## src/rtl/meter_pkg.sv

```systemverilog
// Shared constants and types for the parking-meter button-to-command path.
// BTN_AMOUNT maps each button index to the time value it adds.
package meter_pkg;

  localparam int AMT_W = 14;
  localparam int N_AMT = 4;

  localparam logic [AMT_W-1:0] BTN_AMOUNT [N_AMT] = '{14'd50, 14'd150, 14'd200, 14'd500};

  typedef enum logic [1:0] {
    IDLE  = 2'd0,
    ISSUE = 2'd1,
    GAP   = 2'd2
  } state_t;

  // Buttons beyond the table carry a zero amount.
  function automatic logic [AMT_W-1:0] btn_amount(input logic [31:0] idx);
    logic [AMT_W-1:0] amt;
    amt = '0;
    if (idx < N_AMT) amt = BTN_AMOUNT[idx[1:0]];
    return amt;
  endfunction

endpackage

```

## src/rtl/rr_arbiter.sv

```systemverilog
// Combinational round-robin pick: first set bit of pending at or after rr_ptr, wrapping.
// Zero latency; no flow control of its own.
module rr_arbiter #(
  parameter int N_BTN = 4,
  parameter int ID_W  = 2
) (
  input  logic [N_BTN-1:0] pending,
  input  logic [ID_W-1:0]  rr_ptr,
  output logic             grant_any,
  output logic [ID_W-1:0]  grant_idx
);

  logic [N_BTN-1:0] rot;

  // Rotate so that bit 0 of rot is the button rr_ptr points at.
  assign rot = N_BTN'({pending, pending} >> rr_ptr);

  always_comb begin
    grant_any = |rot;
    grant_idx = '0;
    for (int k = N_BTN - 1; k >= 0; k--) begin
      if (rot[k]) grant_idx = ID_W'((int'(rr_ptr) + k) % N_BTN);
    end
  end

endmodule

```

## src/rtl/meter_cmd_scheduler.sv

```systemverilog
// Serializes button pulses into one command at a time; pulse to cmd_valid is 2 edges.
// cmd_ready stalls hold the command steady while new pulses queue as pending bits.
module meter_cmd_scheduler #(
  parameter int N_BTN = 4,
  parameter int GAP   = 2,
  localparam int ID_W = (N_BTN > 1) ? $clog2(N_BTN) : 1
) (
  input  logic                        clk,
  input  logic                        reset,
  input  logic [N_BTN-1:0]            btn_pulse,
  output logic                        cmd_valid,
  input  logic                        cmd_ready,
  output logic [ID_W-1:0]             cmd_id,
  output logic [meter_pkg::AMT_W-1:0] cmd_amount,
  output logic                        drop
);

  import meter_pkg::*;

  localparam int GW = (GAP > 1) ? $clog2(GAP) : 1;
  localparam logic [GW-1:0] GAP_LOAD = GW'((GAP > 0) ? GAP - 1 : 0);

  state_t           state;
  state_t           state_nxt;
  logic [GW-1:0]    gap_cnt;
  logic [GW-1:0]    gap_cnt_nxt;
  logic [N_BTN-1:0] pending;
  logic [N_BTN-1:0] pending_clr;
  logic [ID_W-1:0]  rr_ptr;
  logic             grant_any;
  logic [ID_W-1:0]  grant_idx;
  logic             xfer;
  logic             load_cmd;
  logic             drop_nxt;

  assign xfer        = cmd_valid & cmd_ready;
  assign pending_clr = xfer ? (N_BTN'(1) << cmd_id) : '0;
  // A pulse is lost only if its bit stays set through this edge anyway.
  assign drop_nxt    = |(btn_pulse & pending & ~pending_clr);

  rr_arbiter #(
    .N_BTN (N_BTN),
    .ID_W  (ID_W)
  ) u_arb (
    .pending   (pending),
    .rr_ptr    (rr_ptr),
    .grant_any (grant_any),
    .grant_idx (grant_idx)
  );

  always_comb begin
    state_nxt   = state;
    gap_cnt_nxt = gap_cnt;
    load_cmd    = 1'b0;
    case (state)
      IDLE: begin
        if (grant_any) begin
          state_nxt = ISSUE;
          load_cmd  = 1'b1;
        end
      end
      ISSUE: begin
        if (cmd_ready) begin
          if (GAP > 0) begin
            state_nxt   = meter_pkg::GAP;
            gap_cnt_nxt = GAP_LOAD;
          end else begin
            state_nxt = IDLE;
          end
        end
      end
      meter_pkg::GAP: begin
        if (gap_cnt == '0) state_nxt = IDLE;
        else gap_cnt_nxt = gap_cnt - 1'b1;
      end
      default: state_nxt = IDLE;
    endcase
  end

  always_ff @(posedge clk or posedge reset) begin
    if (reset) begin
      pending <= '0;
    end else begin
      pending <= (pending & ~pending_clr) | btn_pulse;
    end
  end

  always_ff @(posedge clk or posedge reset) begin
    if (reset) begin
      state      <= IDLE;
      gap_cnt    <= '0;
      rr_ptr     <= '0;
      cmd_valid  <= 1'b0;
      cmd_id     <= '0;
      cmd_amount <= '0;
      drop       <= 1'b0;
    end else begin
      state     <= state_nxt;
      gap_cnt   <= gap_cnt_nxt;
      cmd_valid <= (state_nxt == ISSUE);
      drop      <= drop_nxt;
      if (load_cmd) begin
        cmd_id     <= grant_idx;
        cmd_amount <= btn_amount(32'(grant_idx));
      end
      if (xfer) begin
        rr_ptr <= (cmd_id == ID_W'(N_BTN - 1)) ? '0 : cmd_id + 1'b1;
      end
    end
  end

endmodule

```

## config.mk

```make
export PLATFORM = sky130hd
export DESIGN_NAME = meter_cmd_scheduler
export DESIGN_NICKNAME = d
export VERILOG_FILES = /design/src/rtl/meter_pkg.sv /design/src/rtl/rr_arbiter.sv /design/src/rtl/meter_cmd_scheduler.sv
export SDC_FILE = /design/constraint.sdc
export NUM_CORES = 1
export LEC_CHECK = 0
export CAP_MARGIN = 40
export CORE_AREA = 2 2 52 54
export DETAILED_ROUTE_END_ITERATION = 12
export DIE_AREA = 0 0 54 56
export PLACE_DENSITY = 0.73
export REMOVE_ABC_BUFFERS = 1
export SETUP_SLACK_MARGIN = 0.15
export SYNTH_ARGS = -nofsm -noshare
export SYNTH_HDL_FRONTEND = slang
export SYNTH_SLANG_ARGS = --single-unit
```

## constraint.sdc

```tcl
create_clock -name clk -period 1.95 [get_ports clk]
set_input_delay 0.195 -clock clk [delete_from_list [all_inputs] [get_ports clk]]
set_output_delay 0.195 -clock clk [all_outputs]
set_load 0.005 [all_outputs]
```

### Yosys cells after proc, flatten, opt, wreduce, memory -nomap -nowiden

Index checks and enable logic that the tools add are counted.

| word-level totals | value |
|---|---|
| input bits | 7 |
| register bits | 27 |
| output and inout port bits | 18 |
| logic and storage cells | 51 |

| operators by class | value |
|---|---|
| reduce and logical (&&, ||, !) cells | 5 |
| $lt $le $gt $ge | 1 |
| mux-type cells | 18 |
| bitwise gates (word level) | 7 |
| equal/unequal tests | 5 |
| add/subtract/negate cells | 5 |
| shift operators | 2 |

Operators with widths:

| operator | count |
|---|---|
| $bmux 14 s2 | 1 |
| $mux 14 | 2 |
| $mux 2 | 8 |
| $and 4x4->4 | 3 |
| $reduce_or 4->1 | 2 |
| $shr 8x2->4 | 1 |
| $pmux 2 s3 | 1 |
| $add 2x1->2 const B | 2 |
| $add 2x2->2 const B | 2 |
| $eq 2x1->1 const B | 2 |
| $eq 2x2->1 const B | 2 |
| $mux 1 | 4 |
| $mux 4 | 1 |
| $not 4->4 | 1 |
| $or 4x4->4 | 1 |
| $shl 1x2->4 const A | 1 |
| $ge 3x3->1 const B | 1 |
| $not 2->3 | 1 |
| $logic_not 2->1 | 1 |
| $ne 2x2->1 const B | 1 |
| $pmux 1 s2 | 1 |
| $reduce_and 2->1 | 1 |
| $reduce_bool 2->1 | 1 |
| $and 1x1->1 | 1 |
| $sub 1x1->1 const B | 1 |

### Depth between registers and ports, before layout

| logic depth | value |
|---|---|
| depth in word-level cells | 9 |
| depth in mapped cells | 6 |
| depth with buffers taken out | 6 |

### Hierarchy

Synthesis repeated with hierarchy kept, for this count alone.

| second synthesis, totals | value |
|---|---|
| cell total of the unflattened synthesis | 101 |
| area total of the unflattened synthesis | 1029.7 um^2 |

Modules (own cells, without submodules):

| module | instances | cells an instance | seq. area each (um^2) | area an instance (um^2) |
|---|---|---|---|---|
| meter_cmd_scheduler | 1 | 86 | 475.5 | 952.2 |
| rr_arbiter | 1 | 15 | 0.0 | 77.6 |

### Worst setup path before layout

OpenSTA, ideal clock, no wires.

| path | value |
|---|---|
| path kind | register -> register |
| start point | register pending[2] |
| end point | register cmd_amount[5] in the netlist's numbering |
| path buffers | 0 |
| cell stages (with the launch flop) | 7 |
| setup time | 0.127 ns |
| path slack | 0.236 ns |
| arrival time | 1.586 ns |
| clock period less this slack | 1.714 ns |
| path through | dfrtp_1 -> nor2b_1 -> a21boi_0 -> o32ai_2 -> inv_1 -> ha_1 -> mux2_1 |

| on the way | value |
|---|---|
| cells in the longest elaborated chain, start to end | 9 |

Ends and longest elaborated chain:

| item | line | source |
|---|---|---|
| from (decl) | meter_cmd_scheduler.sv:27 | `logic [N_BTN-1:0] pending;` |
| from (signal assigned) | meter_cmd_scheduler.sv:84 | `pending <= (pending & ~pending_clr) \| btn_pulse;` |
| $shr 8x2->4 * | rr_arbiter.sv:16 | `assign rot = N_BTN'({pending, pending} >> rr_ptr);` |
| $mux 2 (3 in series) | rr_arbiter.sv:22 | `if (rot[k]) grant_idx = ID_W'((int'(rr_ptr) + k) % N_BTN);` |
| $mux 2 * | rr_arbiter.sv:22 |  |
| net grant_idx[1] | meter_cmd_scheduler.sv:31 | `logic [ID_W-1:0] grant_idx;` |
| $not 2->3 (not written as such) * | meter_pkg.sv:20 | `if (idx < N_AMT) amt = BTN_AMOUNT[idx[1:0]];` |
| $bmux 14 s2 * | meter_pkg.sv:20 |  |
| $mux 14 (not written as such) * (2 in series) | meter_pkg.sv:20 |  |
| to (signal assigned) | meter_cmd_scheduler.sv:104 | `cmd_amount <= btn_amount(32'(grant_idx));` |
| to (decl) | meter_cmd_scheduler.sv:14 | `output logic [meter_pkg::AMT_W-1:0] cmd_amount,` |

Mark *: on every way through the listed nets, which the timed path passes. The rest lies on a longest branch. The select of a mux whose other input is x is not followed.
A chain may end at the register's enable or synchronous reset.

### Worst setup path in the final report

| path | value |
|---|---|
| start point | register pending[1] |
| end point | register cmd_amount[5] in the netlist's numbering |

Same word-level chain as after synthesis.

==> metrics.txt <==
crit-path max FO 6; CORE AREA 0.002432 mm²; TritonCTS Buffers 3; Relative slew margins between 40% and 50%; CP arrival 1920 ps; max-slew violation count 0; RSZ-0062 raised after global routing yes; die area 0.003024 mm²; residual DRC count 0; area grow syn2layout 21.57%; CTS clock-pin slew for the worst setup and hold paths 110 ps; vias post-DR 715; Post-DRT Antenna Nets 0; worst skew pair latency 290 ps; fill count between 200 and 250; fin crit share 89.00%; Hold Path Class primary input to asynchronous set/reset pin; Clock Skew 2.482 ps; final WL 1939 µm; Yosys warnings 0; overall power 1.727 mW; CTS tree yes; Worst-Margin Slew 753.0 ps; CTS Sinks 19; num rows 18; gpl congestion between 0.8 and 0.9; Seq cells post-synth 19; H-tree depth 1; Final Hold Viols 0; Clock Root Buffer clkbuf_4; CP startpoint kind flop; hpwl dp 1367 µm; Seq/Total Area, Yosys 47.38%; largest net degree at the start of global routing 20; global router's overall resource usage 13.68%; synthesized cell area 0.001003 mm²; setup TNS 0 ps; Util after Layout between 50% and 60%; first-pass GRT wire length 3049 µm; post-DR wirelength/cell 13.65 µm; n_diodes 0; die height 56 µm; R2R depth 6; number of global-route vias before repair 646; via/cell ratio 5.035; Leakage 0.5354 nW; antenna violations before repair 0; Crit Path Class flop to flop; Multi-input gate area 464.2 µm²; nets@finish 128; Fmax 0.5762 GHz; DR iter-0 viols 7; Worst Path Required 2140 ps; Die Wd 54 µm; Pwr Density 1415 mW/mm²; IR drop worst, VDD 674.2 µV; Initial Util about two fifths; hold buffer count at CTS 0; Unique masters post-synth 27; register area ~480 µm²; mean post-synth cell area ~11 µm²; placed cells 137; final setup vio count 0; gr ovfl total 0; Longest Clk Path Bufs 2; layout cells sized above 1 11.61%; io pins 25; MaxCap Viol Count 0; status finished clean; Synth Instances 93; Finished Layout Cells 142; Port Buffer Count 18; drt first pass iters 4; CP endpoint kind flop; min Tclk post-route 1735 ps
registers in the layout, indices dropped and copies added (netlist names):
name,cells
cmd_id,1
cmd_valid,1
drop,1
cmd_amount,7
rr_ptr,2
gap_cnt,1
pending,4
state,2
where the power goes:
part	switching, mW	internal, mW
registers	0.171	0.553
logic	0.340	0.465
clock network	0.119	0.0796
cells in the final DEF (no fill, tap or decap), types with 4 or more instances in the layout:
| cell type | Yosys | routed |
|---|---|---|
| o21ai_1 | 6 | 6 |
| ha_1 | 8 | 8 |
| inv_1 | 5 | 5 |
| clkdlybuf4s50_1 | 0 | 18 |
| nor2b_1 | 5 | 5 |
| nand3_1 | 8 | 8 |
| nand2_1 | 8 | 8 |
| conb_1 | 1 | 6 |
| dfrtp_1 | 19 | 17 |
| a21o_1 | 4 | 4 |
what timing repair did:
item                       4_1_cts  5_1_grt
buffers inserted                 0        1
setup endpoints to repair        0        3
resized for setup                0        4
final timing paths:
path | startpoint | to | slack, ps
min | reset | gap_cnt | 320
min reg2reg | cmd_amount[7] | cmd_amount[7] | 500
max | pending[1] | cmd_amount[5] | 210
max in group asynchronous | reset | pending[1] | 1110
max reg2reg | pending[1] | cmd_amount[5] | 210
min in group clk | btn_pulse[3] | pending[3] | 490
routing by layer:
layer  up-vias  global-route usage, %  wire length, µm  share of wire (%)
met5         -                      0                0                  0
met4         0                  6.429               29                1.5
met3         4                  2.688              115                5.9
met2        28                  18.29              803                 41
met1       338                  20.68              990                 51
li1        345                      -                -                  -
cell families (layout without fill, tap and decap cells):
kind of cell	count (synthesis)	after routing	synth area share, %
buffers and inverters	15	29	9.352
other	1	6	0.3737
adder cells (fa/ha/maj)	8	8	9.975
flip-flops	19	19	47.38
AO/OA/AOI/OAI	17	17	11.72
AND/OR/NAND/NOR	28	28	14.84
multiplexers	5	5	6.359
critical path: stages (launching register included):
cell and delay (ps):
dfrtp_2 470, nor2b_1 160, a21boi_0 260, o32ai_2 120
inv_1 110, ha_1 230, mux2_1 270
synth_stat cells (all sizes together):
| cell type | n | area share, % |
|---|---|---|
| ha | 8 | 10 |
| mux2 | 5 | 6.4 |
| nor3 | 1 | 0.50 |
| dfrtp | 19 | 47 |
| a21boi | 1 | 0.75 |
| o21ai | 6 | 3.0 |
| nand2 | 8 | 3.0 |
| nor4 | 1 | 0.62 |
| nor3b | 1 | 0.75 |
| clkbuf | 1 | 0.37 |
| a21o | 4 | 3.0 |
| a211oi | 2 | 1.5 |
| buf | 9 | 7.1 |
| conb | 1 | 0.37 |
| o31ai | 1 | 0.75 |
| a21oi | 1 | 0.50 |
| nor2b | 5 | 3.1 |
| o22ai | 1 | 0.62 |
| nand3b | 1 | 0.75 |
| inv | 5 | 1.9 |
| nand3 | 8 | 4.0 |
| or3 | 1 | 1.1 |
| nor2 | 1 | 0.37 |
| nand4 | 1 | 0.62 |
| o32ai | 1 | 1.6 |
final cells by class:
| class | instances | area share (%) |
|---|---|---|
| Clock buffer | 4 | 2.154 |
| Multi-Input combinational cell | 64 | 38.05 |
| Timing Repair Buffer | 20 | 16.00 |
| Sequential cell | 19 | 39.18 |
| Inverter | 5 | 1.538 |
| Tap cell | 30 | 3.077 |
through the flow:
stage | worst slack (ps) | instance area (µm²) | hold slack, ps
4_1_cts | 180.8 | 1199 | 343.8
6_report | 214.5 | 1220 | 318.7
5_1_grt | 129.4 | 1220 | 379.4
3_3_place_gp | 275.2 | 1172 | 477.2
3_5_place_dp | 198.9 | 1172 | 483.2
2_1_floorplan | 236.1 | 947.2 | 146.1
No activity file was read; power rests on OpenSTA's default activity.
